===== config.mk =====
export PLATFORM = sky130hd
export DESIGN_NAME = alu_multicycle
export DESIGN_NICKNAME = d
export VERILOG_FILES = /design/src/rtl/alu_pkg.sv /design/src/rtl/alu_iter_divider.sv /design/src/rtl/alu_multicycle.sv
export SDC_FILE = /design/constraint.sdc
export NUM_CORES = 1
export LEC_CHECK = 0
export ABC_AREA = 1
export BUFFER_PORTS_ARGS = -buffer_cell sky130_fd_sc_hd__buf_2
export CORE_MARGIN = 10
export CORE_UTILIZATION = 63
export DETAILED_ROUTE_END_ITERATION = 7
export GPL_ROUTABILITY_DRIVEN = 0
export HOLD_SLACK_MARGIN = 0.08
export PLACE_DENSITY = 0.8
export SLEW_MARGIN = 20
export SYNTH_ARGS = -nofsm -noshare
export SYNTH_HDL_FRONTEND = slang
export SYNTH_SLANG_ARGS = --single-unit

===== constraint.sdc =====
create_clock -name clk_i -period 9.61 [get_ports clk_i]
set_input_delay 0.961 -clock clk_i [delete_from_list [all_inputs] [get_ports clk_i]]
set_output_delay 0.961 -clock clk_i [all_outputs]
set_load 0.05 [all_outputs]

===== src/rtl/alu_pkg.sv =====
// Shared opcode encoding and FSM state type for the multi-cycle EX-stage ALU.
// Both the control unit and the ALU import these definitions.
package alu_pkg;

    localparam logic [2:0] ADD_OP = 3'b000;
    localparam logic [2:0] SUB_OP = 3'b001;
    localparam logic [2:0] AND_OP = 3'b010;
    localparam logic [2:0] OR_OP  = 3'b011;
    localparam logic [2:0] MUL_OP = 3'b101;
    localparam logic [2:0] DIV_OP = 3'b110;
    localparam logic [2:0] REM_OP = 3'b111;

    typedef enum logic [1:0] {
        ST_IDLE,
        ST_MUL,
        ST_DIV,
        ST_DONE
    } alu_state_e;

endpackage


===== src/rtl/alu_iter_divider.sv =====
// Restoring unsigned divider producing one quotient bit per cycle.
// done_o pulses once quotient_o/remainder_o hold the final result.
module alu_iter_divider #(
    parameter int unsigned WIDTH = 32,
    parameter int unsigned CNT_W = $clog2(WIDTH) + 1
) (
    input  logic             clk_i,
    input  logic             rst_i,
    input  logic             start_i,
    input  logic [WIDTH-1:0] dividend_i,
    input  logic [WIDTH-1:0] divisor_i,
    output logic             done_o,
    output logic [WIDTH-1:0] quotient_o,
    output logic [WIDTH-1:0] remainder_o
);

    localparam logic [CNT_W-1:0] LAST_ITER = CNT_W'(WIDTH - 1);

    logic [WIDTH-1:0] rem_q, rem_d;
    logic [WIDTH-1:0] quo_q, quo_d;
    logic [WIDTH-1:0] dvs_q, dvs_d;
    logic [CNT_W-1:0] cnt_q, cnt_d;
    logic             active_q, active_d;
    logic             done_q, done_d;

    logic [WIDTH-1:0] rem_src, quo_src, dvs_src;
    logic [WIDTH:0]   partial;
    logic             fits;
    logic [WIDTH-1:0] rem_step, quo_step;

    // The first iteration runs in the load cycle straight from the inputs,
    // so the final bit lands one cycle earlier and the caller sees WIDTH+1.
    always_comb begin
        rem_src  = start_i ? '0         : rem_q;
        quo_src  = start_i ? dividend_i : quo_q;
        dvs_src  = start_i ? divisor_i  : dvs_q;
        partial  = {rem_src, quo_src[WIDTH-1]};
        fits     = (partial >= {1'b0, dvs_src});
        rem_step = fits ? (partial[WIDTH-1:0] - dvs_src) : partial[WIDTH-1:0];
        quo_step = {quo_src[WIDTH-2:0], fits};
    end

    always_comb begin
        rem_d    = rem_q;
        quo_d    = quo_q;
        dvs_d    = dvs_q;
        cnt_d    = cnt_q;
        active_d = active_q;
        done_d   = 1'b0;
        if (start_i) begin
            rem_d    = rem_step;
            quo_d    = quo_step;
            dvs_d    = divisor_i;
            cnt_d    = CNT_W'(1);
            active_d = 1'b1;
        end else if (active_q) begin
            rem_d = rem_step;
            quo_d = quo_step;
            cnt_d = cnt_q + 1'b1;
            if (cnt_q == LAST_ITER) begin
                active_d = 1'b0;
                done_d   = 1'b1;
            end
        end
    end

    always_ff @(posedge clk_i or posedge rst_i) begin
        if (rst_i) begin
            rem_q    <= '0;
            quo_q    <= '0;
            dvs_q    <= '0;
            cnt_q    <= '0;
            active_q <= 1'b0;
            done_q   <= 1'b0;
        end else begin
            rem_q    <= rem_d;
            quo_q    <= quo_d;
            dvs_q    <= dvs_d;
            cnt_q    <= cnt_d;
            active_q <= active_d;
            done_q   <= done_d;
        end
    end

    assign done_o      = done_q;
    assign quotient_o  = quo_q;
    assign remainder_o = rem_q;

endmodule


===== src/rtl/alu_multicycle.sv =====
// EX-stage ALU: single-cycle ADD/SUB/AND/OR plus iterative MUL/DIV/REM,
// with a start/busy/done handshake the hazard unit uses to stall the pipe.
module alu_multicycle
    import alu_pkg::*;
#(
    parameter int unsigned WIDTH = 32,
    parameter int unsigned CNT_W = $clog2(WIDTH) + 1
) (
    input  logic             clk_i,
    input  logic             rst_i,
    input  logic             start_i,
    input  logic [2:0]       ALUCtrl_i,
    input  logic [WIDTH-1:0] data1_i,
    input  logic [WIDTH-1:0] data2_i,
    output logic             busy_o,
    output logic             done_o,
    output logic [WIDTH-1:0] data_o,
    output logic             Zero_o,
    output logic             Overflow_o
);

    localparam int unsigned      MSB       = WIDTH - 1;
    localparam logic [CNT_W-1:0] LAST_ITER = CNT_W'(WIDTH - 1);

    alu_state_e       state_q, state_d;
    logic [2:0]       op_q, op_d;
    logic [WIDTH-1:0] mcand_q, mcand_d;
    logic [WIDTH-1:0] mplier_q, mplier_d;
    logic [WIDTH-1:0] acc_q, acc_d;
    logic [CNT_W-1:0] cnt_q, cnt_d;
    logic [WIDTH-1:0] data_q, data_d;
    logic             zero_q, zero_d;
    logic             ovf_q, ovf_d;

    logic [WIDTH-1:0] sum, diff, alu_res, acc_next;
    logic             alu_ovf;
    logic             div_start, div_done;
    logic [WIDTH-1:0] div_quo, div_rem;

    alu_iter_divider #(
        .WIDTH (WIDTH),
        .CNT_W (CNT_W)
    ) u_div (
        .clk_i       (clk_i),
        .rst_i       (rst_i),
        .start_i     (div_start),
        .dividend_i  (data1_i),
        .divisor_i   (data2_i),
        .done_o      (div_done),
        .quotient_o  (div_quo),
        .remainder_o (div_rem)
    );

    always_comb begin
        sum     = data1_i + data2_i;
        diff    = data1_i - data2_i;
        alu_res = '0;
        alu_ovf = 1'b0;
        case (ALUCtrl_i)
            ADD_OP: begin
                alu_res = sum;
                alu_ovf = (data1_i[MSB] == data2_i[MSB]) && (sum[MSB] != data1_i[MSB]);
            end
            SUB_OP: begin
                alu_res = diff;
                alu_ovf = (data1_i[MSB] != data2_i[MSB]) && (diff[MSB] != data1_i[MSB]);
            end
            AND_OP:  alu_res = data1_i & data2_i;
            OR_OP:   alu_res = data1_i | data2_i;
            default: alu_res = '0;
        endcase
        acc_next = acc_q + (mplier_q[0] ? mcand_q : '0);
    end

    always_comb begin
        state_d   = state_q;
        op_d      = op_q;
        mcand_d   = mcand_q;
        mplier_d  = mplier_q;
        acc_d     = acc_q;
        cnt_d     = cnt_q;
        data_d    = data_q;
        zero_d    = zero_q;
        ovf_d     = ovf_q;
        div_start = 1'b0;
        case (state_q)
            ST_IDLE: begin
                if (start_i) begin
                    op_d = ALUCtrl_i;
                    case (ALUCtrl_i)
                        MUL_OP: begin
                            mcand_d  = data1_i;
                            mplier_d = data2_i;
                            acc_d    = '0;
                            cnt_d    = '0;
                            state_d  = ST_MUL;
                        end
                        DIV_OP, REM_OP: begin
                            div_start = 1'b1;
                            state_d   = ST_DIV;
                        end
                        default: begin
                            data_d  = alu_res;
                            zero_d  = (alu_res == '0);
                            ovf_d   = alu_ovf;
                            state_d = ST_DONE;
                        end
                    endcase
                end
            end
            ST_MUL: begin
                acc_d    = acc_next;
                mcand_d  = mcand_q << 1;
                mplier_d = mplier_q >> 1;
                cnt_d    = cnt_q + 1'b1;
                if (cnt_q == LAST_ITER) begin
                    data_d  = acc_next;
                    zero_d  = (acc_next == '0);
                    ovf_d   = 1'b0;
                    state_d = ST_DONE;
                end
            end
            ST_DIV: begin
                if (div_done) begin
                    data_d  = (op_q == REM_OP) ? div_rem : div_quo;
                    zero_d  = (((op_q == REM_OP) ? div_rem : div_quo) == '0);
                    ovf_d   = 1'b0;
                    state_d = ST_DONE;
                end
            end
            default: state_d = ST_IDLE;
        endcase
    end

    always_ff @(posedge clk_i or posedge rst_i) begin
        if (rst_i) begin
            state_q  <= ST_IDLE;
            op_q     <= '0;
            mcand_q  <= '0;
            mplier_q <= '0;
            acc_q    <= '0;
            cnt_q    <= '0;
            data_q   <= '0;
            zero_q   <= 1'b0;
            ovf_q    <= 1'b0;
        end else begin
            state_q  <= state_d;
            op_q     <= op_d;
            mcand_q  <= mcand_d;
            mplier_q <= mplier_d;
            acc_q    <= acc_d;
            cnt_q    <= cnt_d;
            data_q   <= data_d;
            zero_q   <= zero_d;
            ovf_q    <= ovf_d;
        end
    end

    assign busy_o     = (state_q != ST_IDLE);
    assign done_o     = (state_q == ST_DONE);
    assign data_o     = data_q;
    assign Zero_o     = zero_q;
    assign Overflow_o = ovf_q;

endmodule


# Word-level counts from Yosys, hierarchy flattened
# Cells that the tools add are included.
# totals
regBits	245
input_bits	70
# classes
add_sub_neg	6
magnitude_cmp	1
eq_ne	21
mux	55
bitwise	2
n_reduce_logical	17
# ops
operator	n
2-to-1 mux 32 bit	20
one-hot mux 32 bit (2 select lines)	3
one-hot mux 32 bit (4 select lines)	1
zero test 32 bit	3
one-hot mux 32 bit (3 select lines)	1
adder 32 bit	2
subtractor 32 bit	2
greater-or-equal comparator 33 x 32 -> 1 bit	1
bitwise AND 32 bit	1
OR 32 bit	1
2-to-1 mux 6 bit	4
2-to-1 mux 1 bit	17
adder 6 x 1 -> 6 bit (second input constant)	2
equality test 3 bit (second input constant)	4
equality test 6 x 5 -> 1 bit (second input constant)	2
one-hot mux 6 bit (2 select lines)	1
equality test 3 x 2 -> 1 bit (second input constant)	2
2-to-1 mux 2 bit	3
!= test 2 bit (second input constant)	3
one-hot mux 1 bit (3 select lines)	2
one-hot mux 2 bit (3 select lines)	1
AND reduction 3 bit	2
nonzero test 2 bit	3
AND reduction 5 bit	1
other kinds (15)	20

# Longest topological paths before layout
# depth
depth_word	10
ltp_mapped	27
depth_no_buf	25

# Hierarchy
# From an unflattened synthesis, not the netlist that was laid out.
# unflattened
cells_unflattened	3839
area_unflattened_um2	23196.0
# modules_own_cells
module	instances	cells_each	area_per_inst_um2	seq_area_each_um2
alu_multicycle	1	2708	15786.4	3528.4
alu_iter_divider	1	1131	7409.6	2602.5

# Worst setup path after synthesis
# Ideal clock, no wire load.
# synth_path
path_kind	input to register
from	input port start_i
to	register u_div.rem_q[18] (netlist: u_div.remainder_o[18])
t_arrival_ns	3.787
t_required_ns	9.489
path_slack_ns	5.702
cell_stages	21
n_path_buf	2
path_cell_list	nand2_2 nor2_2 inv_2 clkbuf_1 clkbuf_1 nand2_1 o21ai_0 ha_1 inv_1 fa_1 nand2_1 nand2_1 a21oi_2 o21bai_2 a21oi_1 o21ai_1 nand2_1 nand2_1 or2_2 nand3_1 a21oi_2
# synth_between
elab_chain_len	7
elab_cells_between_ends	11
# synth_lines
element	line	text
start, declared	alu_multicycle.sv:11	input logic start_i,
2-to-1 mux 1 bit (*)	alu_multicycle.sv:88	if (start_i) begin
2-to-1 mux 1 bit (*)	alu_multicycle.sv:86	case (state_q)
2-to-1 mux 32 bit (on tied branches)	-	
subtractor 32 bit / greater-or-equal comparator 33 x 32 -> 1 bit (equally long branches)	alu_iter_divider.sv:39, alu_iter_divider.sv:38	
2-to-1 mux 32 bit	alu_iter_divider.sv:39	rem_step = fits ? (partial[WIDTH-1:0] - dvs_src) : partial[WIDTH-1:0];
2-to-1 mux 32 bit	alu_iter_divider.sv:56	end else if (active_q) begin
2-to-1 mux 32 bit	alu_iter_divider.sv:50	if (start_i) begin
end signal, assigned	alu_iter_divider.sv:76	rem_q <= rem_d;
end, declared	alu_iter_divider.sv:19	logic [WIDTH-1:0] rem_q, rem_d;
# Mark *: on every way between the ends. The rest lies on a longest branch, timed or not. The select of a mux whose other input is x is not followed.
# A chain may end at the register's enable or synchronous reset.

# Worst setup path after layout
# layout_path
from	register state_q[0]
to	register u_div.rem_q[27] (netlist: u_div.remainder_o[27])
# layout_between
elab_chain_len	7
elab_cells_between_ends	11
# layout_lines
element	line	text
start, declared	alu_multicycle.sv:25	alu_state_e state_q, state_d;
start signal, assigned	alu_multicycle.sv:147	state_q <= state_d;
zero test 2 bit (*)	alu_multicycle.sv:86	
2-to-1 mux 1 bit (*)	alu_multicycle.sv:86	
2-to-1 mux 32 bit (on tied branches)	-	
subtractor 32 bit / greater-or-equal comparator 33 x 32 -> 1 bit (equally long branches)	alu_iter_divider.sv:39, alu_iter_divider.sv:38	
2-to-1 mux 32 bit	alu_iter_divider.sv:39	
2-to-1 mux 32 bit	alu_iter_divider.sv:56	
2-to-1 mux 32 bit	alu_iter_divider.sv:50	
# Marked as above.

==> impl_results.md <==
* Max-cap viol count at 0
* Initial antenna violation count at 2
* Htree depth at 1
* Clk buf depth at 3
* Synth top area cells: dfrtp_1, nand2_1, inv_1
* Grt ovf at 0
* CP Data Arrival Time at 5630 ps
* Fmax at 195 MHz
* Max stage delay on crit path at 580 ps
* Synth unique cells at 63
* Final Setup Violations at 0
* Antenna Cells at 0
* Height of the die at 209 µm
* Via density at 6.00
* Die width at 209 µm
* EDFF count, synth at 0
* CP Launch Type: flop
* Post-synthesis sequential area ratio at 0.271
* # resized after CTS at 0
* Layout fillers at 3240
* Pins over their slew limit at 0
* FP Rows at 69
* Vias in the first global route at 22900
* Min-Delay Path Class: reg2reg
* Async S/R FF share, synth at 1.00
* Clk sink count at 245
* Post-synthesis cell count at 3612
* Starting Density at 0.636
* Die Area at 43800 µm²
* Share of the synthesized area in the top cell type at 0.271
* CTS Buf Count at 28
* Mean Syn Cell Area at 6.25 µm²
* Crit share post-route at 0.534
* Post-route ant nets at 0
* Total Neg Setup Slack at 0 ps
* Layout area overhead at 6.73%
* Power density over the cells at 339 nW/µm²
* Critical Path, Cell by Cell: inv_1 > ha_1 > nand2_2 > nor2_4 > buf_4 > buf_4 > o21ai_0 > ha_1 > a21oi_1 > o21ai_0 > a21oi_1 > nand3_2 > nand3_2 > nand3_2 > nand2_2 > nand2_4 > nand2_8 > o21ai_0 > a21oi_1
* CTS Hold Bufs at 0
* CP max-delay cell: buf_4
* Num ports at 106
* DRC at 0
* FF+latch count, synth at 245
* Largest net degree at the start of global routing at 129
* First-pass GRT wire length at 125000 µm
* Post-CTS setup buffer count at 0
* Root Driver: clkbuf_16
* WL final at 80100 µm
* WL per Instance at 19.5 µm
* Core ar. at 35500 µm²
* RSZ-0062 raised after global routing: false
* R2R setup slack at 4480 ps
* Fin Clk Skew at 16.1 ps
* First drt pass iteration count at 7
* CTS tree: done
* Reg area at 6130 µm²
* CP Max Fanout at 61
* Worst reg2reg path depth at 19
* CP Capture Type: flop
* GRT Total Usage at 0.353
* Relative max-transition margin at 0.0871
* Worst slew pin tran at 1360 ps
* Final core area utilization at 0.679
* Mapped Area at 22600 µm²
* CTS clock-pin slew for the worst setup and hold paths at 70 ps
* Worst EP required at 10100 ps
* Yosys warns at 0
* Post-DP HPWL at 62100 µm
* Min Tclk post-route at 5130 ps
* Top cell type by total area after synthesis: dfrtp_1
* Standby leakage power at 13.4 nW
* Run status: finished clean
* Cell family with most CP delay: simple AND/OR/NAND/NOR gates
* Crit path kind: reg2reg
* Top FF cell, synth: dfrtp_1
* Port Buffers at 105
* Maximum VDD drop at 0.383 mV
* Clk_lat worst skew at 580 ps
* Starting DRC count in detailed routing at 3551
* Buffer and inverter count on the worst path at 3
* Multi-input logic area at 13500 µm²
* Syn_nets at 3859
* Cell depth of the worst setup path at 19
* Final hold violations at 0
* Vias at 24700
* Hold Path Depth at 2
* Nets@finish at 3882
* Layout cells sized above 1 at 0.0750
stage by stage:
stage	area, µm²	power (mW)	instances	hold WS, ps	worst slack [ps]
after floorplan	22600	5.61	3612	433	1920
after global placement	23200	6.72	4066	459	4690
after detailed placement	23200	6.86	4066	470	4510
after CTS	24100	8.00	4115	486	4640
after global routing	24100	8.76	4115	504	4220
final	24100	8.18	4115	488	4480
power by group:
part / switching (mW) / internal (mW)
registers: 0.322 / 1.49
logic: 3.63 / 1.62
clock network: 0.474 / 0.634
total: 4.43 / 3.75
final timing paths:
check                                 from                    end
max in group asynchronous            rst_i              acc_q[30]
worst max-delay path            state_q[0]  u_div.remainder_o[27]
worst max register to register  state_q[0]  u_div.remainder_o[27]
min in group asynchronous            rst_i            mplier_q[9]
worst min-delay path             data_o[0]              data_o[0]
worst min register to register   data_o[0]              data_o[0]
flip-flops by register name, summed over array words and instances, names as in the netlist, 2 cells and up:
| register | count |
|---|---|
| acc_q | 32 |
| cnt_q | 6 |
| data_o | 32 |
| mcand_q | 32 |
| mplier_q | 32 |
| op_q | 3 |
| state_q | 2 |
| u_div.cnt_q | 6 |
| u_div.dvs_q | 32 |
| u_div.quotient_o | 32 |
| u_div.remainder_o | 32 |
synthesized netlist by cell type (33+ instances only):
library cell,number
clkbuf_1,60
o21ai_0,189
a31oi_1,69
buf_2,33
nand2_1,1175
nand3_1,233
a21oi_1,131
nor2_1,349
dfrtp_1,245
inv_1,601
nand4_1,33
ha_1,173
worst reg2reg max path: stages, from the launching register on:
cell and delay [ps]:
dfrtp_1 440, inv_1 140, ha_1 300, nand2_2 170, nor2_4 130, buf_4 550
buf_4 620, o21ai_0 280, ha_1 430, a21oi_1 230, o21ai_0 140, a21oi_1 220
nand3_2 180, nand3_2 110, nand3_2 70, nand2_2 100, nand2_4 260, nand2_8 350
o21ai_0 160, a21oi_1 180
area by class of cell:
cell class / instances / share of cell area
multi-input combinational: 2629 / 0.561
tap: 461 / 0.0239
sequential: 245 / 0.254
clock inverter: 13 / 0.00566
timing repair buffer: 119 / 0.0262
clock buffer: 36 / 0.0329
inverter: 612 / 0.0956
layer usage:
| layer | GRT usage | wire length (µm) | vias to the layer above |
|---|---|---|---|
| met4 | 0.226 | 6030 | 2 |
| met2 | 0.514 | 32600 | 1714 |
| met1 | 0.463 | 31100 | 11200 |
| met3 | 0.0818 | 10300 | 376 |
| met5 | 0 | 18 | - |
| li1 | - | - | 11400 |
placed cells by master, fill, tap and decap left out, drive strengths merged, types with 7 or more instances in the layout:
master,n
ha,173
a21oi,154
o211ai,14
a21o,7
nand4,33
clkbuf,36
nand3b,10
inv,612
xor2,24
dfrtp,245
nor4,7
o21bai,14
nand2,1189
a31oi,69
clkinv,7
buf,119
o21ai,215
nor2,358
o22ai,14
nand3,243
o221ai,14
nor3,31
a22oi,19
logic make-up after synthesis:
logic type	after synthesis	synth area share
buf+inv	738	0.132
flops	245	0.271
compound gates	538	0.143
fa+ha+maj	177	0.0994
xor+xnor	30	0.0116
mux	1	0.000443
simple gates	1883	0.343
(Power assumes the default switching activity.)
